`config.mk`:
```
export PLATFORM = sky130hd
export DESIGN_NAME = fp_result_flag_unit_flat
export DESIGN_NICKNAME = d
export VERILOG_FILES = /design/src/rtl/fpu_pkg.sv /design/src/rtl/fp_result_flag_unit_if.sv /design/src/rtl/fp_result_classify.sv /design/src/rtl/fp_result_flag_unit.sv /design/src/flat_wrapper.sv
export SDC_FILE = /design/constraint.sdc
export NUM_CORES = 1
export LEC_CHECK = 0
export CORE_ASPECT_RATIO = 1.25
export CORE_MARGIN = 4
export CORE_UTILIZATION = 46
export CTS_CLUSTER_DIAMETER = 60
export DETAILED_ROUTE_END_ITERATION = 6
export GPL_ROUTABILITY_DRIVEN = 0
export PLACE_DENSITY = 0.86
export RECOVER_POWER = 25
export SLEW_MARGIN = 20
export SYNTH_ARGS = -nofsm -noshare
export SYNTH_HDL_FRONTEND = slang
export SYNTH_HIERARCHICAL = 1
export SYNTH_SLANG_ARGS = --single-unit
export TNS_END_PERCENT = 50
```
`constraint.sdc`:
```
create_clock -name CLK -period 3.3 [get_ports CLK]
set_input_delay 0.99 -clock CLK [delete_from_list [all_inputs] [get_ports CLK]]
set_output_delay 0.99 -clock CLK [all_outputs]
set_load 0.03 [all_outputs]
```
`src/rtl/fpu_pkg.sv`:
```
// Shared FPU definitions: flag bit positions, result class encoding and
// the canonical quiet-NaN fields used when packing the result word.
package fpu_pkg;

  localparam int FLG_W = 5;

  // out_flags layout {nan, inf, overflow, underflow, zero}
  localparam int FLG_ZERO = 0;
  localparam int FLG_UNF  = 1;
  localparam int FLG_OVF  = 2;
  localparam int FLG_INF  = 3;
  localparam int FLG_NAN  = 4;

  // sticky_flags layout {invalid, overflow, underflow, inexact, zero}
  localparam int STK_ZERO    = 0;
  localparam int STK_INEXACT = 1;
  localparam int STK_UNF     = 2;
  localparam int STK_OVF     = 3;
  localparam int STK_INVALID = 4;

  typedef enum logic [2:0] {
    CLS_NAN  = 3'd0,
    CLS_INF  = 3'd1,
    CLS_OVF  = 3'd2,
    CLS_UNF  = 3'd3,
    CLS_ZERO = 3'd4,
    CLS_NORM = 3'd5
  } res_class_t;

  // Canonical quiet NaN: positive sign, all-ones exponent, only the frac MSB set.
  localparam logic QNAN_SIGN  = 1'b0;
  localparam logic QNAN_QUIET = 1'b1;

  // Maps a result's flag word onto the sticky accumulator layout.
  function automatic logic [FLG_W-1:0] sticky_bits(input logic [FLG_W-1:0] flags,
                                                   input logic               inexact);
    logic [FLG_W-1:0] s;
    s              = '0;
    s[STK_INVALID] = flags[FLG_NAN];
    s[STK_OVF]     = flags[FLG_OVF];
    s[STK_UNF]     = flags[FLG_UNF];
    s[STK_INEXACT] = inexact;
    s[STK_ZERO]    = flags[FLG_ZERO];
    return s;
  endfunction

endpackage

```
`src/rtl/fp_result_flag_unit_if.sv`:
```
// Bus bundle for fp_result_flag_unit: input result, output word and the
// sticky-flag status port.
interface fp_result_flag_unit_if
  import fpu_pkg::*;
#(
  parameter int EXP_W = 8,
  parameter int MAN_W = 24
);

  // Both sides use plain valid/ready: a word moves on a rising edge where
  // valid and ready are both high; a producer holding valid keeps its data
  // stable until that edge, and ready may depend combinationally on the
  // consumer side but never on valid.
  logic                   in_valid;
  logic                   in_ready;
  logic                   res_s;
  logic [MAN_W-1:0]       res_m;
  logic [EXP_W+1:0]       res_e;
  logic                   initial_zero_flag;
  logic                   initial_inf_flag;
  logic                   initial_nan_flag;
  logic                   in_inexact;

  logic                   out_valid;
  logic                   out_ready;
  logic [EXP_W+MAN_W-1:0] out_result;
  logic [FLG_W-1:0]       out_flags;
  logic                   out_inexact;

  logic                   clr_sticky;
  logic [FLG_W-1:0]       sticky_flags;

  modport master (
    output in_valid, res_s, res_m, res_e,
           initial_zero_flag, initial_inf_flag, initial_nan_flag, in_inexact,
           out_ready, clr_sticky,
    input  in_ready, out_valid, out_result, out_flags, out_inexact, sticky_flags
  );

  modport slave (
    input  in_valid, res_s, res_m, res_e,
           initial_zero_flag, initial_inf_flag, initial_nan_flag, in_inexact,
           out_ready, clr_sticky,
    output in_ready, out_valid, out_result, out_flags, out_inexact, sticky_flags
  );

endinterface

```
`src/rtl/fp_result_classify.sv`:
```
// Combinational classification of a rounded result into NaN/Inf/Overflow/
// Zero/Underflow/Normal, plus IEEE-754 packing and per-result flags.
module fp_result_classify
  import fpu_pkg::*;
#(
  parameter int EXP_W = 8,
  parameter int MAN_W = 24
) (
  input  logic                   res_s,
  input  logic [MAN_W-1:0]       res_m,
  input  logic [EXP_W+1:0]       res_e,
  input  logic                   zero_in,
  input  logic                   inf_in,
  input  logic                   nan_in,
  input  logic                   inexact_in,
  output logic [EXP_W+MAN_W-1:0] result,
  output logic [FLG_W-1:0]       flags,
  output logic                   inexact
);

  localparam logic [EXP_W+1:0] E_OVF_MIN = {2'b00, {EXP_W{1'b1}}};

  res_class_t cls;
  logic       e_neg;
  logic       e_ovf;
  logic       e_unf;

  // res_e is two's complement: the MSB alone marks a negative exponent.
  assign e_neg = res_e[EXP_W+1];
  assign e_ovf = !e_neg && (res_e >= E_OVF_MIN);
  assign e_unf = e_neg || (res_e == '0);

  always_comb begin
    if (nan_in)                        cls = CLS_NAN;
    else if (inf_in)                   cls = CLS_INF;
    else if (zero_in || res_m == '0)   cls = CLS_ZERO;
    else if (e_ovf)                    cls = CLS_OVF;
    else if (e_unf)                    cls = CLS_UNF;
    else                               cls = CLS_NORM;
  end

  always_comb begin
    result  = '0;
    flags   = '0;
    inexact = 1'b0;
    case (cls)
      CLS_NAN: begin
        result         = {QNAN_SIGN, {EXP_W{1'b1}}, QNAN_QUIET, {(MAN_W-2){1'b0}}};
        flags[FLG_NAN] = 1'b1;
      end
      CLS_INF: begin
        result         = {res_s, {EXP_W{1'b1}}, {(MAN_W-1){1'b0}}};
        flags[FLG_INF] = 1'b1;
      end
      CLS_OVF: begin
        result         = {res_s, {EXP_W{1'b1}}, {(MAN_W-1){1'b0}}};
        flags[FLG_INF] = 1'b1;
        flags[FLG_OVF] = 1'b1;
        inexact        = 1'b1;
      end
      CLS_UNF: begin
        // Flush-to-zero: no subnormal encoding is produced.
        result          = {res_s, {EXP_W{1'b0}}, {(MAN_W-1){1'b0}}};
        flags[FLG_UNF]  = 1'b1;
        flags[FLG_ZERO] = 1'b1;
        inexact         = 1'b1;
      end
      CLS_ZERO: begin
        result          = {res_s, {EXP_W{1'b0}}, {(MAN_W-1){1'b0}}};
        flags[FLG_ZERO] = 1'b1;
      end
      default: begin
        result  = {res_s, res_e[EXP_W-1:0], res_m[MAN_W-2:0]};
        inexact = inexact_in;
      end
    endcase
  end

endmodule

```
`src/rtl/fp_result_flag_unit.sv`:
```
// Result classification/flag stage with one registered valid/ready output.
// Optional sticky exception accumulator enabled by FPU_STICKY_FLAGS_EN.
module fp_result_flag_unit
  import fpu_pkg::*;
#(
  parameter int EXP_W = 8,
  parameter int MAN_W = 24
) (
  input logic                  CLK,
  input logic                  RST,
  fp_result_flag_unit_if.slave bus
);

  localparam int RES_W = EXP_W + MAN_W;

  logic [RES_W-1:0] cls_result;
  logic [FLG_W-1:0] cls_flags;
  logic             cls_inexact;

  logic             out_valid_q;
  logic [RES_W-1:0] out_result_q;
  logic [FLG_W-1:0] out_flags_q;
  logic             out_inexact_q;

  logic             in_ready;
  logic             out_fire;

  fp_result_classify #(
    .EXP_W (EXP_W),
    .MAN_W (MAN_W)
  ) u_classify (
    .res_s      (bus.res_s),
    .res_m      (bus.res_m),
    .res_e      (bus.res_e),
    .zero_in    (bus.initial_zero_flag),
    .inf_in     (bus.initial_inf_flag),
    .nan_in     (bus.initial_nan_flag),
    .inexact_in (bus.in_inexact),
    .result     (cls_result),
    .flags      (cls_flags),
    .inexact    (cls_inexact)
  );

  assign in_ready = bus.out_ready | ~out_valid_q;
  assign out_fire = out_valid_q & bus.out_ready;

  // When ready the register either loads a new word or drops valid (bubble);
  // data is only rewritten on a real transfer so it persists across bubbles.
  always_ff @(posedge CLK) begin
    if (!RST) begin
      out_valid_q   <= 1'b0;
      out_result_q  <= '0;
      out_flags_q   <= '0;
      out_inexact_q <= 1'b0;
    end else if (in_ready) begin
      out_valid_q <= bus.in_valid;
      if (bus.in_valid) begin
        out_result_q  <= cls_result;
        out_flags_q   <= cls_flags;
        out_inexact_q <= cls_inexact;
      end
    end
  end

  assign bus.in_ready    = in_ready;
  assign bus.out_valid   = out_valid_q;
  assign bus.out_result  = out_result_q;
  assign bus.out_flags   = out_flags_q;
  assign bus.out_inexact = out_inexact_q;

`ifdef FPU_STICKY_FLAGS_EN
  logic [FLG_W-1:0] sticky_q;

  // Clear takes effect before the OR, so a same-cycle clear keeps only the
  // word that is transferring.
  always_ff @(posedge CLK) begin
    if (!RST) begin
      sticky_q <= '0;
    end else if (out_fire) begin
      sticky_q <= (bus.clr_sticky ? '0 : sticky_q) | sticky_bits(out_flags_q, out_inexact_q);
    end else if (bus.clr_sticky) begin
      sticky_q <= '0;
    end
  end

  assign bus.sticky_flags = sticky_q;
`else
  logic unused_sticky_inputs;
  assign unused_sticky_inputs = bus.clr_sticky ^ out_fire;
  assign bus.sticky_flags     = '0;
`endif

endmodule

```
`src/flat_wrapper.sv`:
```
// flat-port wrapper written by rule: the top's interface ports become plain ports
module fp_result_flag_unit_flat import fpu_pkg::*;
#(
  parameter int EXP_W = 8,
  parameter int MAN_W = 24
)
  (CLK, RST, bus_in_valid, bus_res_s, bus_res_m, bus_res_e, bus_initial_zero_flag, bus_initial_inf_flag, bus_initial_nan_flag, bus_in_inexact, bus_out_ready, bus_clr_sticky, bus_in_ready, bus_out_valid, bus_out_result, bus_out_flags, bus_out_inexact, bus_sticky_flags);
  fp_result_flag_unit_if #(.EXP_W(EXP_W), .MAN_W(MAN_W)) bus_i ();
  input logic CLK;
  input logic RST;
  input wire logic [$bits(bus_i.in_valid)-1:0] bus_in_valid;
  input wire logic [$bits(bus_i.res_s)-1:0] bus_res_s;
  input wire logic [$bits(bus_i.res_m)-1:0] bus_res_m;
  input wire logic [$bits(bus_i.res_e)-1:0] bus_res_e;
  input wire logic [$bits(bus_i.initial_zero_flag)-1:0] bus_initial_zero_flag;
  input wire logic [$bits(bus_i.initial_inf_flag)-1:0] bus_initial_inf_flag;
  input wire logic [$bits(bus_i.initial_nan_flag)-1:0] bus_initial_nan_flag;
  input wire logic [$bits(bus_i.in_inexact)-1:0] bus_in_inexact;
  input wire logic [$bits(bus_i.out_ready)-1:0] bus_out_ready;
  input wire logic [$bits(bus_i.clr_sticky)-1:0] bus_clr_sticky;
  output wire logic [$bits(bus_i.in_ready)-1:0] bus_in_ready;
  output wire logic [$bits(bus_i.out_valid)-1:0] bus_out_valid;
  output wire logic [$bits(bus_i.out_result)-1:0] bus_out_result;
  output wire logic [$bits(bus_i.out_flags)-1:0] bus_out_flags;
  output wire logic [$bits(bus_i.out_inexact)-1:0] bus_out_inexact;
  output wire logic [$bits(bus_i.sticky_flags)-1:0] bus_sticky_flags;
  assign bus_i.in_valid = bus_in_valid;
  assign bus_i.res_s = bus_res_s;
  assign bus_i.res_m = bus_res_m;
  assign bus_i.res_e = bus_res_e;
  assign bus_i.initial_zero_flag = bus_initial_zero_flag;
  assign bus_i.initial_inf_flag = bus_initial_inf_flag;
  assign bus_i.initial_nan_flag = bus_initial_nan_flag;
  assign bus_i.in_inexact = bus_in_inexact;
  assign bus_i.out_ready = bus_out_ready;
  assign bus_i.clr_sticky = bus_clr_sticky;
  assign bus_in_ready = bus_i.in_ready;
  assign bus_out_valid = bus_i.out_valid;
  assign bus_out_result = bus_i.out_result;
  assign bus_out_flags = bus_i.out_flags;
  assign bus_out_inexact = bus_i.out_inexact;
  assign bus_sticky_flags = bus_i.sticky_flags;
  fp_result_flag_unit #(.EXP_W(EXP_W), .MAN_W(MAN_W)) u_core (.CLK(CLK), .RST(RST), .bus(bus_i));
endmodule
```
==> Word level (Yosys, flattened, before mapping) <==
Cells that the tools add are included.
W data, S select, Z words.
{ "classes": {"order_cmp": 1, "eq_ne": 4, "n_bitwise": 2, "n_reduce_logical": 12, "mux": 12} }
{ "op_table": {"columns": ["cell", "n"], "rows": [
  ["$pmux W32 S3", 1],
  ["$logic_not A24 Y1", 1],
  ["$mux W3", 5],
  ["$ge A10 B8 Y1 const B", 1],
  ["$logic_not A10 Y1", 1],
  ["$eq A3 B2 Y1 const B", 2],
  ["$reduce_or A2 Y1", 3],
  ["$mux W1", 5],
  ["$eq A3 B1 Y1 const B", 1],
  ["$eq A3 B3 Y1 const B", 1],
  ["$logic_not A3 Y1", 1],
  ["$reduce_or A3 Y1", 1],
  ["$logic_or A1 B1 Y1", 2],
  ["$pmux W1 S2", 1],
  ["$reduce_and A2 Y1", 1],
  ["$logic_and A1 B1 Y1", 1],
  ["$logic_not A1 Y1", 1],
  ["$not A1 Y1", 1],
  ["$or A1 B1 Y1", 1]
]} }
{ "word_totals": {"input_bits": 44, "out_inout_bits": 45, "wordCells": 35, "reg_bits": 39} }

==> Longest topological paths before layout <==
{ "logic_depth": {"ltp_word": 10, "ltp_mapped": 7, "mapped_depth_nobuf": 6} }

==> By module <==
Netlist, hierarchy kept.
{ "modules_own_cells": {"columns": ["module", "cells_per_inst", "seq_area_each_um2", "area_each_um2", "n_inst"], "rows": [
  ["fp_result_flag_unit", 176, 780.7, 1606.5, 1],
  ["fp_result_classify", 99, 0.0, 506.7, 1]
]} }

==> Worst setup path after synthesis <==
Ideal clock, no wire load.
{ "synth_timing": {"kind": "in2reg", "startpoint": "input bus_res_m[13]", "endpoint": "register u_core.out_flags_q[0] (netlist: u_core/bus.out_flags[0])", "stages": 6, "setup_time_ps": 72, "path_slack_ps": 1123, "required_time_ps": 3228, "t_arrival_ps": 2105, "path_buffers": 0, "path_cell_list": "nor4_1 > nand4_1 > or2_1 > a311oi_1 > nand2_1 > mux2i_1"} }
{ "synth_via": {"elab_chain_cells": 8, "word_cells_on_any_way": 9, "classes_between": "eq/ne: 2; mux: 4; reduce/logical: 3"} }
{ "synth_lines": {"columns": ["item", "line_no", "rtl"], "rows": [
  ["from (decl)", "flat_wrapper.sv:13", "input wire logic [$bits(bus_i.res_m)-1:0] bus_res_m;"],
  ["$logic_not A24 Y1 (*)", "fp_result_classify.sv:36", "else if (zero_in || res_m == '0) cls = CLS_ZERO;"],
  ["$logic_or A1 B1 Y1 (*)", "fp_result_classify.sv:36", null],
  ["$mux W3 (*)", "fp_result_classify.sv:36", null],
  ["$mux W3 (*)", "fp_result_classify.sv:35", "else if (inf_in) cls = CLS_INF;"],
  ["$mux W3 (*)", "fp_result_classify.sv:34", "if (nan_in) cls = CLS_NAN;"],
  ["$eq A3 B2 Y1 or $eq A3 B3 Y1 (tied branches)", "fp_result_classify.sv:46", "case (cls)"],
  ["$reduce_or A2 Y1 (no source line) (*)", null, null],
  ["$mux W1 (*)", "fp_result_classify.sv:46", null],
  ["via u_core.cls_flags[0]", "fp_result_flag_unit.sv:17", "logic [FLG_W-1:0] cls_flags;"],
  ["to (signal assigned)", "fp_result_flag_unit.sv:59", "out_flags_q <= cls_flags;"],
  ["to (decl)", "fp_result_flag_unit.sv:22", "logic [FLG_W-1:0] out_flags_q;"]
]} }
The timed path passes the listed nets; every way through them passes the cells marked *.
A chain may end at the register's enable or synchronous reset.

==> Final worst setup path <==
{ "layout_timing": {"startpoint": "input bus_out_ready", "endpoint": "output bus_in_ready"} }
{ "layout_via": {"elab_chain_cells": 1} }
{ "layout_lines": {"columns": ["item", "line_no", "rtl"], "rows": [
  ["from (decl)", "flat_wrapper.sv:19", "input wire logic [$bits(bus_i.out_ready)-1:0] bus_out_ready;"],
  ["$or A1 B1 Y1", "fp_result_flag_unit.sv:44", "assign in_ready = bus.out_ready | ~out_valid_q;"],
  ["to (decl)", "flat_wrapper.sv:21", "output wire logic [$bits(bus_i.in_ready)-1:0] bus_in_ready;"]
]} }
Every way passes these cells.

==> flow_metrics.py <==
metrics = {
    "power_and_ir_drop": {
        "total_leakage_power_nw": 1.26,
        "vdd_ir_drop_max_mv": 0.276,
        "p_sw_frac": 0.278,
        "switchingPower_mw": 0.288,
        "power_density_mw_per_mm2": 347,
        "internal-power_mw": 0.751,
        "power_mw": 1.04,
        "power_frac_clock": 0.312,
        "sequentialPowerShare": 0.474,
        "combPwrFrac": 0.214,
    },
    "setup_path": {
        "cp_max_fo": 3,
        "crit_type": "primary input to primary output",
        "end_kind": "primary output",
        "worstPathArrival_ps": 2230,
        "critPathRequiredTime_ps": 2310,
        "cp-start-kind": "primary input",
    },
    "timing": {
        "slew_viol_final": 0,
        "setup_viol": 0,
        "rsz0062_at_grt": "false",
        "post-route-period-util": 0.975,
        "finalHoldViolCount": 0,
        "holdWs_ps": 457,
        "slew_headroom": 0.0807,
        "fin_crit_ps": 3220,
        "finClkSkew_ps": 4.90,
        "worstMarginPinSlew_ps": 1380,
        "clock.fmax_mhz": 311,
        "fin_ws_ps": 82.3,
        "final.setup.tns_ps": 0,
    },
    "synthesis": {
        "ys_warn_count": 6,
        "syn_area_mm2": 0.00211,
        "ys_types": 30,
        "async_flop_share": 0,
        "ys_ff_latch": 39,
        "ys.flop_type": "dfxtp_1",
        "synth_edf_count": 0,
        "yosysSeqAreaShare": 0.369,
        "syn_area_per_cell_um2": 7.68,
        "netlist_instances": 275,
    },
    "clock_network": {
        "cts_buffers": 5,
        "cts_tree": "built",
        "cts_hold_buf": 0,
        "clockRootBuffer": "clkbuf_8",
        "ctsResizeCount": 0,
        "htreeDepth": 2,
        "clk_pin_slew_ps": 70,
        "clk_latency_ps": 290,
        "cts_buffer_depth": 2,
        "post_cts.repair.setup_buffers": 0,
        "cts_sinks": 39,
    },
    "layout": {
        "area_growth_syn_to_layout_pct": 41.6,
        "stdcell_area_mm2": 0.00299,
        "layout.cells.most_common": "nand2_1",
        "final_cell_mix": "nand2_1, clkdlybuf4s50_1, dfxtp_1",
        "finalNonFillerCells": 408,
        "fin_util": 0.676,
        "drive_above_1_share": 0.0571,
        "antenna-diode-count": 0,
        "nNetsFinal": 394,
    },
    "die": {
        "fp.dieW_um": 68.6,
        "core_region_area_mm2": 0.00443,
        "rows": 27,
        "die_y_um": 83.8,
        "initial_core_util": 0.478,
        "die-area_mm2": 0.00575,
        "ioPinCount": 89,
    },
    "route": {
        "wire_per_inst_um": 12.7,
        "dr.pass1.iters": 4,
        "via_per_inst": 5.01,
        "vias": 2046,
        "drc": 0,
        "drt_iter0_markers": 100,
        "final_antenna_net_count": 0,
        "drt-total-wl_mm": 5.18,
    },
    "flow_run": {
        "cap_violations": 0,
    },
    "global_routing": {
        "antenna_found_initial": 0,
        "overflow": 0,
        "grt_use_total": 0.183,
        "grt_pass1_wl_mm": 8.26,
        "grt_max_degree": 78,
        "grt_pass1_vias": 1918,
    },
    "placed_design": {
        "place_area_mm2": 0.00291,
        "io_buffers": 82,
        "place_hpwl_mm": 3.76,
        "dp_cells": 401,
        "place_ws_ps": 77.1,
    },
    "run_status": {
        "status": "finished, final reports clean",
    },
    "hold_path": {
        "holdCritPathClass": "register to register",
    },
}
[kinds of logic after synthesis]
| logic type | Yosys count | share of synthesized area |
|---|---|---|
| simple gates | 128 | 0.269 |
| flops | 39 | 0.369 |
| buf+inv | 50 | 0.119 |
| mux | 38 | 0.180 |
| other cells | 1 | 0.00177 |
| compound gates | 19 | 0.0604 |
[cells in the mapped netlist (3+ instances only)]
master / n / area, µm²
inv_1: 26 / 97.6
nor3_1: 22 / 110
buf_4: 8 / 60.1
nor4_1: 8 / 50.1
o21ai_0: 9 / 45.0
dfxtp_1: 39 / 781
nand2_1: 78 / 293
mux2i_1: 38 / 380
clkbuf_1: 9 / 33.8
buf_6: 4 / 45.0
nor2_1: 12 / 45.0
buf_2: 3 / 15.0
[cell type report]
class | count | area [µm²]
Fill cell | 390 | 1430
Multi-Input combinational cell | 190 | 1100
Timing Repair Buffer | 88 | 858
Sequential cell | 39 | 781
Inverter | 26 | 97.6
Clock buffer | 6 | 82.6
Tap cell | 58 | 72.6
Clock inverter | 1 | 5.00
[critical path, stage by stage]
cell and delay, ps:
clkdlybuf4s50_1 450, nand2b_4 120, clkdlybuf4s50_1 670
[path summary, 6_finish.rpt]
path	from	end	slack [ps]	cells after the start
max reg2reg	u_core/bus.out_valid$_SDFFE_PN0P_	u_core/bus.out_result[11]$_SDFFE_PN0P_	1960	3
max	bus_out_ready	bus_in_ready	80	3
min reg2reg	u_core/bus.out_result[24]$_SDFFE_PN0P_	u_core/bus.out_result[24]$_SDFFE_PN0P_	460	2
min	u_core/bus.out_result[24]$_SDFFE_PN0P_	u_core/bus.out_result[24]$_SDFFE_PN0P_	460	2
[metal layers]
metal,vias up,wire (µm),global-route usage
met5,-,0,0
met1,940,2190,0.212
met3,6,436,0.0606
met2,63,2490,0.310
li1,1037,-,-
met4,0,63,0.0542
[state kept, by name, summed over array words and instances (netlist names)]
register	flops
u_core/bus.out_flags	5
u_core/bus.out_inexact	1
u_core/bus.out_result	32
u_core/bus.out_valid	1
[power by group through the flow]
| stage | Sequential (mW) | Combinational (mW) | Clock (mW) |
|---|---|---|---|
| after floorplan | 0.533 | 0.104 | 0 |
| after global placement | 0.503 | 0.223 | 0 |
| after detailed placement | 0.504 | 0.225 | 0 |
| after CTS | 0.493 | 0.226 | 0.334 |
| after global routing | 0.494 | 0.239 | 0.352 |
| final | 0.492 | 0.222 | 0.325 |
(Power assumes the default switching activity.)
